==> src/rtl/fading_mark_board.sv <==
// rtl/fading_mark_board.sv - board store for disappearing-mark tic-tac-toe
// FADE_PREVIEW_EN adds next_evict_x/next_evict_o (oldest live cell once a player is full).
module fading_mark_board #(
  parameter int CELLS   = 9,
  parameter int KEEP    = 3,
  parameter int FIRST_X = 1,
  parameter int PW      = 4
) (
  input  logic                      clk,
  input  logic                      rst,
  input  logic                      clear,
  input  logic                      mark_valid,
  input  logic                      mark_player,
  input  logic [PW-1:0]             mark_pos,
  output logic [2*CELLS-1:0]        grid,
  output logic                      whos_turn,
  output logic                      mark_accept,
  output logic                      mark_reject,
  output logic                      evict_valid,
  output logic [PW-1:0]             evict_pos,
  output logic [$clog2(KEEP+1)-1:0] x_count,
  output logic [$clog2(KEEP+1)-1:0] o_count
`ifdef FADE_PREVIEW_EN
  ,
  output logic [PW-1:0]             next_evict_x,
  output logic [PW-1:0]             next_evict_o
`endif
);

  localparam int CW   = $clog2(KEEP + 1);
  localparam int PTRW = (KEEP > 1) ? $clog2(KEEP) : 1;
  localparam logic [CW-1:0]   KEEP_C   = CW'(KEEP);
  localparam logic [PTRW-1:0] LAST_PTR = PTRW'(KEEP - 1);
  localparam logic [PW:0]     CELLS_C  = (PW + 1)'(CELLS);
  localparam logic [1:0]      CODE_X   = 2'b10;
  localparam logic [1:0]      CODE_O   = 2'b01;
  localparam logic [1:0]      EMPTY    = 2'b00;

  // Index 1 holds X's history, index 0 holds O's, matching mark_player.
  logic [PW-1:0]   fifo   [2][KEEP];
  logic [PTRW-1:0] head   [2];
  logic [PTRW-1:0] tail   [2];
  logic [CW-1:0]   count  [2];

  logic [PW-1:0]        fifo_n  [2][KEEP];
  logic [PTRW-1:0]      head_n  [2];
  logic [PTRW-1:0]      tail_n  [2];
  logic [CW-1:0]        count_n [2];
  logic [2*CELLS-1:0]   grid_n;
  logic                 turn_n;
  logic                 accept_n;
  logic                 reject_n;
  logic                 evict_n;
  logic [PW-1:0]        evict_pos_n;
  logic                 p;
  logic [1:0]           target_cell;
  logic [PW-1:0]        oldest_pos;
  logic                 in_range;

  function automatic logic [PTRW-1:0] bump(input logic [PTRW-1:0] v);
    return (v == LAST_PTR) ? '0 : v + PTRW'(1);
  endfunction

  assign x_count = count[1];
  assign o_count = count[0];

  always_comb begin
    fifo_n      = fifo;
    head_n      = head;
    tail_n      = tail;
    count_n     = count;
    grid_n      = grid;
    turn_n      = whos_turn;
    accept_n    = 1'b0;
    reject_n    = 1'b0;
    evict_n     = 1'b0;
    evict_pos_n = '0;
    p           = mark_player;
    oldest_pos  = fifo[p][head[p]];
    in_range    = ({1'b0, mark_pos} < CELLS_C);
    target_cell = EMPTY;
    for (int i = 0; i < CELLS; i++) begin
      if (mark_pos == PW'(i)) target_cell = grid[2*i +: 2];
    end

    if (mark_valid) begin
      if (!in_range || target_cell != EMPTY || mark_player != whos_turn) begin
        reject_n = 1'b1;
      end else begin
        accept_n = 1'b1;
        turn_n   = ~whos_turn;
        // A full history fades its oldest mark; the new mark reuses that slot.
        if (count[p] == KEEP_C) begin
          for (int i = 0; i < CELLS; i++) begin
            if (oldest_pos == PW'(i)) grid_n[2*i +: 2] = EMPTY;
          end
          evict_n     = 1'b1;
          evict_pos_n = oldest_pos;
          head_n[p]   = bump(head[p]);
        end else begin
          count_n[p] = count[p] + CW'(1);
        end
        fifo_n[p][tail[p]] = mark_pos;
        tail_n[p]          = bump(tail[p]);
        for (int i = 0; i < CELLS; i++) begin
          if (mark_pos == PW'(i)) grid_n[2*i +: 2] = p ? CODE_X : CODE_O;
        end
      end
    end
  end

  always_ff @(posedge clk) begin
    if (rst || clear) begin
      grid        <= '0;
      whos_turn   <= (FIRST_X != 0);
      mark_accept <= 1'b0;
      mark_reject <= 1'b0;
      evict_valid <= 1'b0;
      evict_pos   <= '0;
      for (int q = 0; q < 2; q++) begin
        head[q]  <= '0;
        tail[q]  <= '0;
        count[q] <= '0;
        for (int k = 0; k < KEEP; k++) fifo[q][k] <= '0;
      end
`ifdef FADE_PREVIEW_EN
      next_evict_x <= '0;
      next_evict_o <= '0;
`endif
    end else begin
      grid        <= grid_n;
      whos_turn   <= turn_n;
      mark_accept <= accept_n;
      mark_reject <= reject_n;
      evict_valid <= evict_n;
      evict_pos   <= evict_pos_n;
      for (int q = 0; q < 2; q++) begin
        head[q]  <= head_n[q];
        tail[q]  <= tail_n[q];
        count[q] <= count_n[q];
        for (int k = 0; k < KEEP; k++) fifo[q][k] <= fifo_n[q][k];
      end
`ifdef FADE_PREVIEW_EN
      next_evict_x <= (count_n[1] == KEEP_C) ? fifo_n[1][head_n[1]] : '0;
      next_evict_o <= (count_n[0] == KEEP_C) ? fifo_n[0][head_n[0]] : '0;
`endif
    end
  end

endmodule

==> config.mk <==
export PLATFORM = sky130hd
export DESIGN_NAME = fading_mark_board
export DESIGN_NICKNAME = d
export VERILOG_FILES = /design/src/rtl/fading_mark_board.sv
export SDC_FILE = /design/constraint.sdc
export NUM_CORES = 1
export LEC_CHECK = 0
export ABC_AREA = 0
export CAP_MARGIN = 20
export CORE_MARGIN = 1.5
export CORE_UTILIZATION = 40
export DETAILED_ROUTE_END_ITERATION = 12
export GPL_TIMING_DRIVEN = 0
export SKIP_CTS_REPAIR_TIMING = 1
export SYNTH_ARGS = -nofsm -noshare
export SYNTH_HDL_FRONTEND = slang
export SYNTH_SLANG_ARGS = --single-unit
export TNS_END_PERCENT = 50
==> constraint.sdc <==
create_clock -name clk -period 4.1 [get_ports clk]
set_input_delay 1.025 -clock clk [delete_from_list [all_inputs] [get_ports clk]]
set_output_delay 1.025 -clock clk [all_outputs]
set_load 0.01 [all_outputs]
==> results.toml, run 1 <==
[worst_setup_path]
timing.critical_path.slowest_cell_delay_ns = 0.50
timing.critical_path.max_delay_family = "compound AO/OA/AOI/OAI gates"
cp_num_cells = 10
cp-endpoint = "grid[3]$_SDFFE_PP0P_"
r2r-end = "grid[14]$_SDFFE_PP0P_"
timing.critical_path.fanout_max = 10
cp_cell_sequence = "clkdlybuf4s50_1, buf_2, clkbuf_2, mux2_2, ha_1, o21ai_0, a221oi_1, a31oi_1, o311ai_0, o21ai_1"
critical_path_buf_inv_count = 3
crit_path_required_time_ns = 4.32
setup.reg_to_reg.worst_slack_ns = 1.52
timing.reg2reg.worst_path_depth = 7
rr_startpoint = "head[1]$_SDFFE_PP0P_"
timing.critical_path.from_type = "input pin"
worstSetupPathType = "in2reg"
critical_path_arrival_ns = 3.89
slowest_stage = "sky130_fd_sc_hd__clkdlybuf4s50_1"
worstSetupEndpointType = "register"
startpoint = "mark_player"

[placed_design]
port-buffer-count = 37
gp_routability_congestion = 0.857
place_hpwl_mm = 6.35
dpl_worst_slack_ns = -0.122

[sta]
tightestPinTransition_ns = 0.763
tns_ns = 0
fin_crit_sh_pct = 89.6
clock.fmax_mhz = 272
setup_violations = 0
rsz_0062_raised_after_global_routing = "false"
worst_clock_skew_ns = 0.00666
maxSlewHeadroom_pct = 49.0
worst_slack_ns = 0.427
final-max-slew-violation-count = 0
final-hold-violation-count = 0
min_period_ns = 3.67

[layout]
sequential_cell_area_mm2 = 0.00124
final.fill_count = 723
multi_input_gate_area_mm2 = 0.00180
total_nets_final = 411
antenna_cells = 0
layout_cells_sized_above_1_pct = 14.0
area.growth.synth_to_final_pct = 22.2

[floorplanning]
area_of_the_die_mm2 = 0.00853
die_x_um = 92.4
fp-row-count = 32
die_h_um = 92.4
start_util_pct = 41.3
core_area_mm2 = 0.00773
i_o_pins = 39

[drt]
vias = 2864
vias_per_cell = 5.64
drt_pre_antenna_iters = 4
route.detailed.wl_per_inst_um = 16.9
route.detailed.drc = 0
drt_first_iter_violations = 145
drt.antenna.violating_nets = 0
detail_route.wirelength_mm = 8.59

[power_and_ir_drop]
overall_power_uw = 1300
irDropWorstVdd_v = 0.000163
power.static_leakage_uw = 0.00145
power-per-cell-area_mw_per_mm2 = 334

[logic_synthesis]
synth_area_per_cell_um2 = 9.05
syn_inst = 353
synth_ff_type = "sky130_fd_sc_hd__dfxtp_1"
post_synth_instance_area_mm2 = 0.00319
synth.ff_latch_count = 62
area_contributors_post_synth = "sky130_fd_sc_hd__dfxtp_1 (39%), sky130_fd_sc_hd__mux2i_1 (11%), sky130_fd_sc_hd__nand2_1 (7.9%), sky130_fd_sc_hd__nor2_1 (2.8%), sky130_fd_sc_hd__nand4_1 (2.4%)"
number_of_synthesized_flops_with_an_enable_pin = 0
synth_nets = 363
sequential_area_share_after_synthesis_pct = 38.9
yosys.area.top_type = "sky130_fd_sc_hd__dfxtp_1"
ys_async_sr_fraction_pct = 0
synth_cell_type_count = 70
yosys.area.top_type_share_pct = 38.9
yosys_warnings = 0

[run]
max_capacitance_violation_count = 0

[min_path]
hold_crit_path_type = "reg2reg"

[clock_network]
cts.clk_slew.worst_paths_ns = 0.07
tritoncts = "done"
numCtsBuffers = 9
tritoncts_sinks = 62
cts.htree.levels = 3
clk_lat_worst_skew_ns = 0.34
ctsRootBufferMaster = "sky130_fd_sc_hd__clkbuf_8"
cts_max_path_buffers = 2

[grt]
track_usage_pct = 20.9
first_pass_grt_wire_length_mm = 13.7
grt_overflow = 0
grt_max_degree = 12
number_of_global_route_vias_before_repair = 2708
antenna_found_initial = 0

[outcome]
run_status = "complete, no violations"
[cells in the mapped netlist, types with 3 or more instances]
cell type                   n
sky130_fd_sc_hd__a211oi_1   7
sky130_fd_sc_hd__a21oi_1    6
sky130_fd_sc_hd__buf_1      3
sky130_fd_sc_hd__buf_2      4
sky130_fd_sc_hd__buf_6      4
sky130_fd_sc_hd__clkbuf_1   8
sky130_fd_sc_hd__dfxtp_1   62
sky130_fd_sc_hd__mux2_2     3
sky130_fd_sc_hd__mux2i_1   36
sky130_fd_sc_hd__nand2_1   67
sky130_fd_sc_hd__nand2b_1   4
sky130_fd_sc_hd__nand3b_1   4
sky130_fd_sc_hd__nand4_1   12
sky130_fd_sc_hd__nand4_2    5
sky130_fd_sc_hd__nor2_1    24
sky130_fd_sc_hd__nor2b_1    4
sky130_fd_sc_hd__nor3_1     4
sky130_fd_sc_hd__nor3b_1    3
sky130_fd_sc_hd__o21ai_0    7
sky130_fd_sc_hd__o21ai_1    7
sky130_fd_sc_hd__o22ai_1   12
sky130_fd_sc_hd__or3_1      4
[layout make-up]
type | instances | share of cell area (%)
clock buffers | 11 | 3.88
flip-flops and latches | 62 | 31.8
inverters | 2 | 0.192
clock inverters | 5 | 1.47
well taps | 102 | 3.27
multi-input cells | 266 | 46.1
repair buffers | 37 | 9.49
plain buffers | 23 | 3.78
[metal layers]
metal / up-vias / track usage (%) / routed length, um
met3: 6 / 4.76 / 452
met2: 82 / 34.4 / 4010
li1: 1396 / - / -
met1: 1380 / 27.1 / 4080
met5: - / 0 / 0
met4: 0 / 6.79 / 54
[layout by cell type (no fill, tap or decap), types with 8 or more instances in the layout]
cell and count:
sky130_fd_sc_hd__clkbuf_8 11, sky130_fd_sc_hd__nand2_1 67, sky130_fd_sc_hd__nand4_1 12, sky130_fd_sc_hd__o22ai_1 12, sky130_fd_sc_hd__clkbuf_1 8, sky130_fd_sc_hd__nor2_1 24
sky130_fd_sc_hd__mux2i_1 36, sky130_fd_sc_hd__clkdlybuf4s50_1 37, sky130_fd_sc_hd__dfxtp_1 62
[worst register-to-register path, stage by stage, from the launching register on]
cell and delay, ns:
sky130_fd_sc_hd__dfxtp_1 0.31, sky130_fd_sc_hd__clkbuf_1 0.42, sky130_fd_sc_hd__mux2i_1 0.31, sky130_fd_sc_hd__nor2_1 0.08, sky130_fd_sc_hd__o32ai_2 0.55, sky130_fd_sc_hd__nand4_1 0.23, sky130_fd_sc_hd__a211oi_1 0.41, sky130_fd_sc_hd__o21ai_0 0.15
[worst min-delay path by stage]
| stage | startpoint | end | slack, ns | cells after the start |
|---|---|---|---|---|
| after global placement | fifo[22]$_SDFFE_PP0P_ | fifo[22]$_SDFFE_PP0P_ | 0.44 | 2 |
| after detailed placement | fifo[22]$_SDFFE_PP0P_ | fifo[22]$_SDFFE_PP0P_ | 0.45 | 2 |
| final | fifo[21]$_SDFFE_PP0P_ | fifo[21]$_SDFFE_PP0P_ | 0.46 | 2 |
| after CTS | fifo[8]$_SDFFE_PP0P_ | fifo[8]$_SDFFE_PP0P_ | 0.46 | 2 |
| after global routing | fifo[23]$_SDFFE_PP0P_ | fifo[23]$_SDFFE_PP0P_ | 0.48 | 2 |
| after floorplan | fifo[22]$_SDFFE_PP0P_ | fifo[22]$_SDFFE_PP0P_ | 0.43 | 2 |
[logic make-up (layout without fill, tap and decap cells)]
family | Yosys count | after routing | synth area share (%)
fa+ha+maj | 1 | 1 | 0.392
simple gates | 159 | 159 | 27.8
buf+inv | 25 | 78 | 4.82
flops | 62 | 62 | 38.9
compound gates | 66 | 66 | 15.6
mux | 39 | 39 | 12.3
xor+xnor | 1 | 1 | 0.274
[flip-flops by register name (all words and copies together), names as in the netlist]
register	count
tail	4
evict_pos	4
head	4
fifo	24
mark_accept	1
mark_reject	1
evict_valid	1
x_count	2
o_count	2
grid	18
whos_turn	1
[power breakdown]
| part | switching, uW | internal, uW | total (uW) |
|---|---|---|---|
| combinational | 91.4 | 48.4 | 140 |
| sequential | 2.06 | 605 | 607 |
| clock | 243 | 312 | 555 |
[through the flow]
step,hold WS [ns],util [%],cell area (um^2),cells
2_1_floorplan,0.432,-,3190,353
3_3_place_gp,0.443,47.8,3690,492
3_5_place_dp,0.450,47.8,3690,492
4_1_cts,0.462,50.5,3900,508
5_1_grt,0.476,50.5,3900,508
6_report,0.459,50.5,3900,508
No activity file was read; power rests on OpenSTA's default activity.
==> inputs of run 2 (changes only) <==
--- a/config.mk
+++ b/config.mk
@@ -9,6 +9,7 @@
 export CAP_MARGIN = 20
 export CORE_MARGIN = 1.5
 export CORE_UTILIZATION = 40
+export CTS_CLUSTER_SIZE = 40
 export DETAILED_ROUTE_END_ITERATION = 12
 export GPL_TIMING_DRIVEN = 0
 export SKIP_CTS_REPAIR_TIMING = 1
==> results of run 2 <==
No change in the layout: final DEF, timing and power equal those of run 1.
